<file path="src/rtl/filtro_dac_tx_if.sv">
`default_nettype none
// ============================================================================
// Module   : filtro_dac_tx_if
// Brief    : Filter-controller handshake bundle for the DAC serial transmitter.
// Revision : 1.0 - initial release
// ============================================================================
interface filtro_dac_tx_if #(
  parameter int cant_bits = 25
);
  logic [cant_bits-1:0] in;
  logic                 inicio;
  logic                 ocupado;
  logic                 fin;

  modport master (
    output in,
    output inicio,
    input  ocupado,
    input  fin
  );

  modport slave (
    input  in,
    input  inicio,
    output ocupado,
    output fin
  );
endinterface
`default_nettype wire

</file>
<file path="src/rtl/filtro_dac_tx.sv">
`default_nettype none
// ============================================================================
// Module   : filtro_dac_tx
// Brief    : Converts a signed filter result to offset-binary and shifts it out
//            MSB-first in a 16-bit sync_n/sclk/sdo frame to an external DAC.
// Revision : 1.0 - initial release
// ============================================================================
module filtro_dac_tx #(
  parameter int cant_bits = 25,
  parameter int dac_bits  = 12,
  parameter int msb_pos   = 24,
  parameter int div       = 2
) (
  input  logic              clk,
  input  logic              rst,
  filtro_dac_tx_if.slave    bus,
  output logic              sclk,
  output logic              sync_n,
  output logic              sdo
);

  localparam int                c_DIV_W    = (div > 1) ? $clog2(div) : 1;
  localparam logic [c_DIV_W-1:0] c_DIV_LAST = c_DIV_W'(div - 1);

  typedef enum logic [1:0] {
    S_IDLE  = 2'd0,
    S_SHIFT = 2'd1,
    S_END   = 2'd2
  } state_t;

  state_t               r_state;
  logic [15:0]          r_shift;
  logic [3:0]           r_bit;
  logic [c_DIV_W-1:0]   r_div;
  logic                 r_sclk;
  logic                 r_sync_n;
  logic                 r_sdo;
  logic                 r_ocupado;
  logic                 r_fin;

  logic [dac_bits-1:0]  w_code;
  logic [15:0]          w_frame;
  logic                 w_div_last;

  // Inverting the sign bit of the truncated two's-complement value gives offset binary.
  assign w_code     = {~bus.in[msb_pos], bus.in[msb_pos-1 -: dac_bits-1]};
  assign w_frame    = 16'(w_code);
  assign w_div_last = (r_div == c_DIV_LAST);

  always_ff @(posedge clk or negedge rst) begin
    if (!rst) begin
      r_state   <= S_IDLE;
      r_shift   <= '0;
      r_bit     <= '0;
      r_div     <= '0;
      r_sclk    <= 1'b1;
      r_sync_n  <= 1'b1;
      r_sdo     <= 1'b0;
      r_ocupado <= 1'b0;
      r_fin     <= 1'b0;
    end else begin
      r_fin <= 1'b0;
      case (r_state)
        S_IDLE: begin
          if (bus.inicio) begin
            r_shift   <= w_frame;
            r_sync_n  <= 1'b0;
            r_sdo     <= w_frame[15];
            r_ocupado <= 1'b1;
            r_bit     <= 4'd15;
            r_div     <= '0;
            r_state   <= S_SHIFT;
          end
        end

        S_SHIFT: begin
          if (w_div_last) begin
            r_div  <= '0;
            r_sclk <= ~r_sclk;
            // Data only moves on the rising toggle so sdo is settled around the falling one.
            if (!r_sclk) begin
              if (r_bit == 4'd0) begin
                r_sync_n <= 1'b1;
                r_sdo    <= 1'b0;
                r_state  <= S_END;
              end else begin
                r_shift <= {r_shift[14:0], 1'b0};
                r_sdo   <= r_shift[14];
                r_bit   <= r_bit - 4'd1;
              end
            end
          end else begin
            r_div <= r_div + 1'b1;
          end
        end

        S_END: begin
          if (w_div_last) begin
            r_div     <= '0;
            r_ocupado <= 1'b0;
            r_fin     <= 1'b1;
            r_state   <= S_IDLE;
          end else begin
            r_div <= r_div + 1'b1;
          end
        end

        default: begin
          r_state <= S_IDLE;
        end
      endcase
    end
  end

  assign sclk        = r_sclk;
  assign sync_n      = r_sync_n;
  assign sdo         = r_sdo;
  assign bus.ocupado = r_ocupado;
  assign bus.fin     = r_fin;

endmodule
`default_nettype wire

</file>
<file path="src/flat_wrapper.sv">
// flat-port wrapper written by rule: the top's interface ports become plain ports
module filtro_dac_tx_flat 
#(
  parameter int cant_bits = 25,
  parameter int dac_bits  = 12,
  parameter int msb_pos   = 24,
  parameter int div       = 2
)
  (clk, rst, sclk, sync_n, sdo, bus_in, bus_inicio, bus_ocupado, bus_fin);
  filtro_dac_tx_if #(.cant_bits(cant_bits)) bus_i ();
  input  logic clk;
  input  logic rst;
  output logic sclk;
  output logic sync_n;
  output logic sdo;
  input wire logic [$bits(bus_i.in)-1:0] bus_in;
  input wire logic [$bits(bus_i.inicio)-1:0] bus_inicio;
  output wire logic [$bits(bus_i.ocupado)-1:0] bus_ocupado;
  output wire logic [$bits(bus_i.fin)-1:0] bus_fin;
  assign bus_i.in = bus_in;
  assign bus_i.inicio = bus_inicio;
  assign bus_ocupado = bus_i.ocupado;
  assign bus_fin = bus_i.fin;
  filtro_dac_tx #(.cant_bits(cant_bits), .dac_bits(dac_bits), .msb_pos(msb_pos), .div(div)) u_core (.clk(clk), .rst(rst), .bus(bus_i), .sclk(sclk), .sync_n(sync_n), .sdo(sdo));
endmodule
</file>
<file path="config.mk">
export PLATFORM = sky130hd
export DESIGN_NAME = filtro_dac_tx_flat
export DESIGN_NICKNAME = d
export VERILOG_FILES = /design/src/rtl/filtro_dac_tx_if.sv /design/src/rtl/filtro_dac_tx.sv /design/src/flat_wrapper.sv
export SDC_FILE = /design/constraint.sdc
export NUM_CORES = 1
export LEC_CHECK = 0
export CAP_MARGIN = 20
export CORE_ASPECT_RATIO = 0.8
export CORE_MARGIN = 4
export CORE_UTILIZATION = 55
export DETAILED_ROUTE_END_ITERATION = 16
export DONT_BUFFER_PORTS = 1
export GPL_TIMING_DRIVEN = 1
export PLACE_DENSITY = 0.73
export RECOVER_POWER = 100
export SYNTH_ARGS = -nofsm -noshare
export SYNTH_HDL_FRONTEND = slang
export SYNTH_SLANG_ARGS = --single-unit
</file>
<file path="constraint.sdc">
create_clock -name clk -period 1.9 [get_ports clk]
set_input_delay 0.095 -clock clk [delete_from_list [all_inputs] [get_ports clk]]
set_output_delay 0.095 -clock clk [all_outputs]
set_load 0.03 [all_outputs]
</file>
=== After elaboration in Yosys (flattened, before gate mapping) ===
Cells that the tools add are included.

* Register bits: 27
* Input bits: 28
* Output and inout bits: 5
* Logic and storage cells: 66

* Add/sub/neg operators: 2
* Eq/ne operators: 8
* Multiplexer cells: 32
* Bitwise logic cells: 2
* Reductions and logical operators: 13

{| class="wikitable"
|+ Operators with widths
! cell !! count
|-
| $mux 15 || 4
|-
| $pmux 15 s2 || 1
|-
| $mux 4 || 4
|-
| $reduce_and 5->1 || 3
|-
| $mux 1 || 12
|-
| $mux 2 || 5
|-
| $pmux 1 s2 || 4
|-
| $pmux 4 s2 || 1
|-
| $ne 2x1->1 const B || 3
|-
| $ne 2x2->1 const B || 3
|-
| $pmux 2 s3 || 1
|-
| $reduce_bool 2->1 || 3
|-
| $logic_not 4->1 || 1
|-
| $reduce_and 2->1 || 2
|-
| $reduce_and 4->1 || 1
|-
| $sub 4x1->4 const B || 1
|-
| $reduce_and 3->1 || 1
|-
| $eq 2x1->1 const B || 1
|-
| $eq 2x2->1 const B || 1
|-
| $logic_not 2->1 || 1
|-
| $not 1->1 || 2
|-
| $reduce_or 2->1 || 1
|-
| $add 1x1->1 const B || 1
|}

=== Logic depth before layout (Yosys ltp) ===
Gate-level depths: netlist (run 1).

* Word-level depth: 5
* Depth in mapped cells: 9

=== Least setup slack after synthesis (run 1) ===
No wires, ideal clock.

* Path kind: reg2reg
* Start: register u_core.r_state[1]
* End: register u_core.r_bit[1]
* Library setup time: 0.125 ns
* Data arrival time: 1.783 ns
* Slack: -0.008 ns
* Stages on the path, launching flop included: 9
* Path buffers: 2
* Clock period less this slack: 1.908 ns
* Path through: dfrtp_1 inv_1 ha_1 buf_6 mux2_2 and3_1 buf_6 a21boi_4 mux2_4

* Longest elaborated chain between the ends: 3
* Elaborated cells between the ends (all ways): 9
* Classes of those cells: eq/ne: 5; mux: 1; reduce/logical: 3

{| class="wikitable"
|+ Ends and longest elaborated chain
! what !! line !! source
|-
| from (decl) || filtro_dac_tx.sv:31 || <nowiki>state_t r_state;</nowiki>
|-
| from (signal assigned) || filtro_dac_tx.sv:52 || <nowiki>r_state <= S_IDLE;</nowiki>
|-
| from (signal assigned) || filtro_dac_tx.sv:72 || <nowiki>r_state <= S_SHIFT;</nowiki>
|-
| from (signal assigned) || filtro_dac_tx.sv:85 || <nowiki>r_state <= S_END;</nowiki>
|-
| $eq 2x1->1 / $logic_not 2->1 (equally long branches) || filtro_dac_tx.sv:63 || <nowiki>case (r_state)</nowiki>
|-
| $ne 2x2->1 (no source line), or another cell as far along || - ||
|-
| $reduce_and 5->1 (no source line) || - ||
|-
| to (signal assigned) || filtro_dac_tx.sv:89 || <nowiki>r_bit <= r_bit - 4'd1;</nowiki>
|-
| to (decl) || filtro_dac_tx.sv:33 || <nowiki>logic [3:0] r_bit;</nowiki>
|}

Parallel ways exist; a longest one is shown, timed or not.
A chain may end at the register's enable or synchronous reset.

=== Final worst setup path (run 1) ===
* Start: register u_core.r_state[0]
* End: register u_core.r_bit[1]

The elaborated chain is that of the path after synthesis.

==> results.json, run 1 <==
{
  "fin_skew_ps": 7.003,
  "routed_wl_um": 3268,
  "grt_pass1_vias": 1128,
  "period_share_pct": 96.74,
  "cts_tree": "done",
  "fin_nets": 204,
  "powerDensity_nw_per_um2": 1763,
  "async_flop_share_pct": 100.0,
  "syn_area_per_cell_um2": 10.20,
  "overflow": 0,
  "hold_viol": 0,
  "critPathCaptureType": "register",
  "grtUsageTotal_pct": 19.80,
  "fmax_mhz": 544.0,
  "intPower_mw": 1.808,
  "die_h_um": 53.41,
  "htree_levels": 1,
  "setup_violations": 0,
  "synth_cells": 139,
  "grt_max_degree": 28,
  "synthAdderAreaFrac_pct": 6.178,
  "finalMaxSlewViolations": 0,
  "clkSlewWorstSetupHoldPaths_ps": 150,
  "grt_antenna_before_repair": 0,
  "switching_share_pct": 42.31,
  "cp-start-kind": "register",
  "drc_errors": 0,
  "num_rows": 16,
  "period_minus_slack_ps": 1838,
  "cts.sinks": 27,
  "yosys-top-cells-area": "dfrtp_1, o22ai_1, ha_1",
  "drive_gt1_share_pct": 22.02,
  "p_seq_share_pct": 36.8,
  "root_buffer": "clkbuf_4",
  "synth_xor_area_share_pct": 0.6178,
  "slew_headroom_pct": 3.920,
  "synth_top_family_by_area": "compound AO/OA/AOI/OAI gates",
  "ys_seq_elements": 27,
  "critical_path_required_ps": 2140,
  "initial_core_util_pct": 57.57,
  "p_leak_nw": 0.7642,
  "postRouteAntennaNets": 0,
  "ys_types": 33,
  "holdCritPathClass": "in2reg",
  "ir_drop_v": 0.0009997,
  "core_area_um2": 2462,
  "syn-cell-area_um2": 1418,
  "cts_buffers": 3,
  "cp.arrival_ps": 2080,
  "drt_iter0_markers": 90,
  "power_mw": 3.135,
  "drv_cap": 0,
  "outcome": "finished clean",
  "synthMuxAreaShare_pct": 6.973,
  "routabilityCongestion": 0.7918,
  "switching_power_mw": 1.327,
  "synth_area_leader_cell": "dfrtp_1",
  "syn_nets": 174,
  "synth_compound_area_share_pct": 21.09,
  "fin_setup_tns_ps": 0,
  "instances_no_fill": 204,
  "ys.flop_type": "dfrtp_1",
  "syn_to_final_growth_pct": 25.42,
  "dp.cells": 177,
  "ios": 33,
  "place_hpwl_um": 2060,
  "grt_pass1_wl_um": 5154,
  "yosysSeqAreaShare_pct": 47.84,
  "cp_max_fo": 6,
  "clockBufferDepth": 2,
  "power_frac_comb_pct": 55.2,
  "num_vias": 1193,
  "timing.setup.critical_path_class": "reg2reg",
  "yosysWarnings": 0,
  "viasPerCell": 5.848,
  "dieWidth_um": 64.76,
  "dieArea_um2": 3459,
  "synth_edf_count": 0,
  "wl_per_cell_um": 16.02,
  "antennaDiodeCount": 0,
  "clock_latency_ps": 330,
  "synth-simple-area-share_pct": 10.33,
  "synth_top_area_share_pct": 44.13,
  "power_frac_clock_pct": 8.1,
  "worst_slew_pin_slew_ps": 1441,
  "dr.pass1.iters": 4,
  "numPortBuffers": 0
}
-- cells in the mapped netlist, types with 2 or more instances --
library cell,count
nor2b_1,2
a21oi_1,13
o22ai_1,24
dfstp_2,2
nand4_1,2
ha_1,7
nand2b_1,4
o21ai_0,4
inv_1,13
mux2_2,3
nor3_1,3
mux2i_1,5
and3_1,2
dfrtp_1,25
clkbuf_1,4
nand2_1,8
buf_6,2
-- worst max-delay path, stage by stage, from the launching register on --
cell and delay (ps):
dfrtp_2 450, buf_4 140, ha_1 220, nand2_2 100, and3_4 220, a21boi_4 290
mux2_4 330
-- cell type report --
class	instances	area (µm²)
tap	36	45.04
inverter	13	48.80
timing repair buffer	33	295.3
clock buffer	3	22.52
multi-input combinational	91	681.9
clock inverter	1	5.005
sequential	27	679.4
fill	179	684.4
-- per-stage QoR --
stage	cell area, µm²	hold WS [ps]	utilization, %	setup slack [ps]
final	1778	62.34	72.21	61.89
after global routing	1778	61.73	72.21	-12.71
after CTS	1713	43.50	69.56	17.95
after detailed placement	1503	-199.8	61.03	-82.40
after global placement	1503	-199.7	61.03	-25.55
after floorplan	1420	-200.6	-	2.259
-- what timing repair did --
action / CTS / global route
hold buffers: 15 / 0
setup buffers: 2 / 6
endpoints found under the setup margin: 2 / 16
hold endpoints to repair: 40 / 0
resized for setup: 3 / 8
cloned: 0 / 0
pin swaps: 0 / 1
-- state kept, by name, indices dropped and copies added (netlist names) --
signal,count
u_core.sdo,1
u_core.sync_n,1
u_core.bus.fin,1
u_core.sclk,1
u_core.r_state,2
u_core.r_bit,4
u_core.bus.ocupado,1
u_core.r_shift,15
u_core.r_div,1
-- power by group through the flow --
stage | registers, mW | logic [mW] | clock network (mW)
floorplan | 1.10 | 1.11 | 0
global placement | 1.14 | 1.37 | 0
detailed placement | 1.16 | 1.43 | 0
CTS | 1.15 | 1.53 | 0.263
global route | 1.18 | 1.90 | 0.283
finish | 1.15 | 1.73 | 0.253
-- path summary, 6_finish.rpt --
check                                               start                             end  slack, ps  depth (start not counted)
setup reg to reg            u_core.r_state[0]$_DFFE_PN0P_     u_core.r_bit[1]$_DFFE_PN0P_         60                          6
hold reg to reg            u_core.r_shift[13]$_DFFE_PN0P_  u_core.r_shift[13]$_DFFE_PN0P_        530                          2
min in group asynchronous                             rst  u_core.bus.ocupado$_DFFE_PN0P_        630                          2
setup / recovery            u_core.r_state[0]$_DFFE_PN0P_     u_core.r_bit[1]$_DFFE_PN0P_         60                          6
max in group asynchronous                             rst   u_core.r_state[0]$_DFFE_PN0P_        330                          2
hold / removal                                 bus_inicio        u_core.r_div$_DFFE_PN0P_         60                          3
-- cell usage in the layout (no fill, tap or decap), types with 2 or more instances in the layout --
| cell type | instances |
|---|---|
| dfrtp_1 | 24 |
| ha_1 | 4 |
| o22ai_1 | 24 |
| nand2b_1 | 4 |
| a21oi_1 | 13 |
| buf_4 | 15 |
| nor3_1 | 3 |
| clkbuf_4 | 4 |
| nor2b_1 | 2 |
| ha_4 | 2 |
| mux2i_1 | 5 |
| nand2_1 | 7 |
| nand4_1 | 2 |
| dlygate4sd3_1 | 14 |
| inv_1 | 11 |
| o21ai_0 | 4 |
| inv_2 | 2 |
| mux2_2 | 2 |
| dfstp_1 | 2 |
| mux2_4 | 2 |
-- cell families (layout without fill, tap and decap cells) --
kind of cell    Yosys count  in the layout
flops                    27             27
xor+xnor                  1              1
compound gates           47             47
fa+ha+maj                 7              7
buf+inv                  21             50
mux                       9              9
simple gates             27             27
-- per-layer routing --
| layer | GRT usage, % | vias to the layer above | share of wire (%) |
|---|---|---|---|
| met2 | 34.13 | 35 | 52 |
| met5 | 0 | - | 0 |
| met1 | 24.53 | 592 | 43 |
| met3 | 5.308 | 2 | 4.6 |
| met4 | 5.614 | 0 | 0.61 |
| li1 | - | 564 | - |
Note: power is estimated with default switching activity, not from simulation.
==> run 2, diff against run 1 <==
Settings changed: ABC_AREA from default to 1, CORE_UTILIZATION 55 to 56, CTS_CLUSTER_DIAMETER from default to 120, PLACE_DENSITY 0.73 to 0.74.
==> run 2 against run 1 <==
Net effect:
- first-iteration DRC count rose by 8.9%
- die area rose by 6.5%
- non-clock buffer count fell by 12
- hold slack improved by 400 ps
- synthesized area rose by 9.4%
- total power fell by 6.0%
- clock power fell by 2%
- combinational power fell by 6%
- clock-buffer cell count rose by 1
- via count rose by 11%
- register-to-register slack improved by 80 ps
- highest routed layer unchanged
==> results.json, run 2 <==
{
  "outcome": "finished clean",
  "ys_types": 21,
  "crit_path_cell_trace": "inv_1 > ha_1 > nor2_1 > clkinv_1 > nand2_2 > nor2_2 > nand3b_1 > nand2_1",
  "grtUsageTotal_pct": 21.18,
  "fin_nets": 256,
  "async_flop_share_pct": 100.0,
  "overflow": 0,
  "finalMaxSlewViolations": 0,
  "initial_core_util_pct": 61.02,
  "synth_edf_count": 0,
  "cts_repair_resize_count": 0,
  "syn-cell-area_um2": 1551,
  "critical_path_required_ps": 2170,
  "drc_errors": 0,
  "routabilityCongestion": 0.8285,
  "fmax_mhz": 569.4,
  "drv_cap": 0,
  "fin_skew_ps": 2.750,
  "cp_max_fo": 10,
  "final_cell_mix": "nand2_1, nand3_1, dfrtp_1",
  "worst_slew_pin_slew_ps": 1444,
  "num_rows": 16,
  "rrSetupSlack_ps": 140,
  "grt_pass1_wl_um": 5851,
  "critPathCaptureType": "register",
  "num_vias": 1327,
  "die_h_um": 55.08,
  "synth_common_cells": "nand2_1, dfrtp_1, nand3_1",
  "clockBufferDepth": 2,
  "slew_headroom_pct": 3.721,
  "cp.buffers_inverters": 2,
  "rsz0062_at_grt": "no",
  "wl_per_cell_um": 13.32,
  "setup_violations": 0,
  "period_share_pct": 92.43,
  "yosysSeqAreaShare_pct": 43.71,
  "grt_pass1_vias": 1250,
  "grt_max_degree": 28,
  "grt_antenna_before_repair": 0,
  "synth_top_area_share_pct": 40.32,
  "dr.pass1.iters": 4,
  "drt_iter0_markers": 98,
  "yosysMostFrequentCell": "nand2_1",
  "place_hpwl_um": 2153,
  "cts_buffers": 3,
  "synth_cells": 202,
  "cp.arrival_ps": 2030,
  "slowest_stage": "dfrtp_1",
  "drive_gt1_share_pct": 10.00,
  "yosysWarnings": 0,
  "cp-start-kind": "register",
  "cts_tree": "done",
  "postRouteAntennaNets": 0,
  "mostFrequentLayoutCell": "nand2_1",
  "ys.flop_type": "dfrtp_1",
  "synth_area_leader_cell": "dfrtp_1",
  "period_minus_slack_ps": 1756,
  "hold_viol": 0,
  "final_core_util_pct": 68.21,
  "instances_no_fill": 256,
  "p_leak_nw": 0.9248,
  "powerDensity_nw_per_um2": 1699,
  "cp_top_family": "simple AND/OR/NAND/NOR gates",
  "root_buffer": "clkbuf_4",
  "top_register": "u_core.r_shift",
  "clkSlewWorstSetupHoldPaths_ps": 140,
  "routed_wl_um": 3410,
  "ir_drop_v": 0.0009399,
  "clock_latency_ps": 320,
  "syn_nets": 237,
  "antennaDiodeCount": 0,
  "syn_area_per_cell_um2": 7.681,
  "dieArea_um2": 3682,
  "numPortBuffers": 0,
  "num-fill-cells": 217,
  "cts.sinks": 27,
  "holdCritPathClass": "in2reg",
  "ios": 33,
  "dieWidth_um": 66.85,
  "dp.cells": 234,
  "ys_seq_elements": 27,
  "core_area_um2": 2542,
  "yosys-top-cells-area": "dfrtp_1, nand2_1, nand3_1",
  "largest_reg_flops": 15,
  "timing.setup.critical_path_class": "reg2reg",
  "reg_top3": "u_core.r_shift: 15 flops, u_core.r_bit: 4 flops, u_core.r_state: 2 flops",
  "syn_to_final_growth_pct": 11.77,
  "critical_path.max_stage_delay_ps": 430,
  "htree_levels": 1,
  "viasPerCell": 5.184
}
==> run 2: cell types whose count changed after synthesis, sizes merged, moves of 4 or more <==
| cell | before | now |
|---|---|---|
| a21oi | 13 | 1 |
| buf | 4 | 8 |
| clkbuf | 4 | 0 |
| mux2 | 4 | 0 |
| mux2i | 5 | 0 |
| nand2 | 8 | 101 |
| nand2b | 4 | 0 |
| nand3 | 1 | 25 |
| nor2 | 1 | 10 |
| o22ai | 24 | 0 |
==> run 2: layout make-up <==
type                    instances  area [µm²]  share of cell area, %
clock buffers                   4       26.28                  1.515
inverters                      14       52.55                  3.030
flip-flops and latches         27       678.2                  39.11
repair buffers                 21       185.2                  10.68
multi-input cells             154       747.0                  43.07
well taps                      36       45.04                  2.597
==> run 2: logic make-up after synthesis <==
| kind of cell | count (synthesis) | share of synthesized area [%] |
|---|---|---|
| XOR/XNOR | 1 | 0.5646 |
| AO/OA/AOI/OAI | 5 | 1.693 |
| buffers and inverters | 22 | 7.580 |
| AND/OR/NAND/NOR | 140 | 40.81 |
| adder cells (fa/ha/maj) | 7 | 5.645 |
| flip-flops | 27 | 43.71 |
==> run 2: path summary, 6_finish.rpt <==
path,startpoint,to,cells past startpoint
setup / recovery,u_core.r_state[1]$_DFFE_PN0P_,u_core.r_shift[12]$_DFFE_PN0P_,8
hold / removal,bus_in[13],u_core.r_shift[0]$_DFFE_PN0P_,3
setup reg to reg,u_core.r_state[1]$_DFFE_PN0P_,u_core.r_shift[12]$_DFFE_PN0P_,8
hold reg to reg,u_core.r_shift[7]$_DFFE_PN0P_,u_core.r_shift[7]$_DFFE_PN0P_,2
max in group asynchronous,rst,u_core.r_shift[10]$_DFFE_PN0P_,2
min in group asynchronous,rst,u_core.r_shift[9]$_DFFE_PN0P_,2
==> run 2: per-stage QoR <==
stage | hold slack, ps | setup slack [ps] | cell area [µm²] | total power, mW | TNS (ps)
6_report | 466.9 | 143.9 | 1734 | 2.946 | 0
5_1_grt | 466.3 | 10.99 | 1734 | 3.247 | 0
4_1_cts | 208.7 | 34.37 | 1754 | 2.951 | 0
3_5_place_dp | -199.9 | -92.30 | 1562 | 2.617 | -1399
3_3_place_gp | -199.7 | -32.77 | 1562 | 2.532 | -351.0
2_1_floorplan | -200.6 | 431.3 | 1551 | 2.406 | 0
==> run 2: worst register-to-register path: stages (launching register included) <==
cell	delay [ps]
dfrtp_1	430
inv_1	140
ha_1	250
nor2_1	90
clkinv_1	70
nand2_2	70
nor2_2	410
nand3b_1	150
nand2_1	90
==> run 2: per-layer routing <==
layer	up-vias	wire (µm)	share of wire, %	track usage, %
li1	666	-	-	-
met1	620	1541	45	27.41
met2	35	1663	49	36.84
met3	6	164	4.8	4.646
met4	0	41	1.2	4.714
met5	-	0	0	0
==> run 2: what timing repair did <==
| action | 4_1_cts | 5_1_grt |
|---|---|---|
| pin swaps | 1 | 1 |
| hold buffers | 15 | 0 |
| buffers inserted | 0 | 2 |
| setup endpoints to repair | 19 | 19 |
| gates cloned | 1 | 0 |
| endpoints found under the hold margin | 41 | 0 |
==> run 2: report_power, final <==
group / internal (mW) / leakage (nW) / switching, mW / total [mW]
combinational: 0.556 / 0.576 / 1.06 / 1.62
clock: 0.0823 / 0.0150 / 0.166 / 0.248
sequential: 0.836 / 0.334 / 0.245 / 1.08
total: 1.47 / 0.925 / 1.47 / 2.95
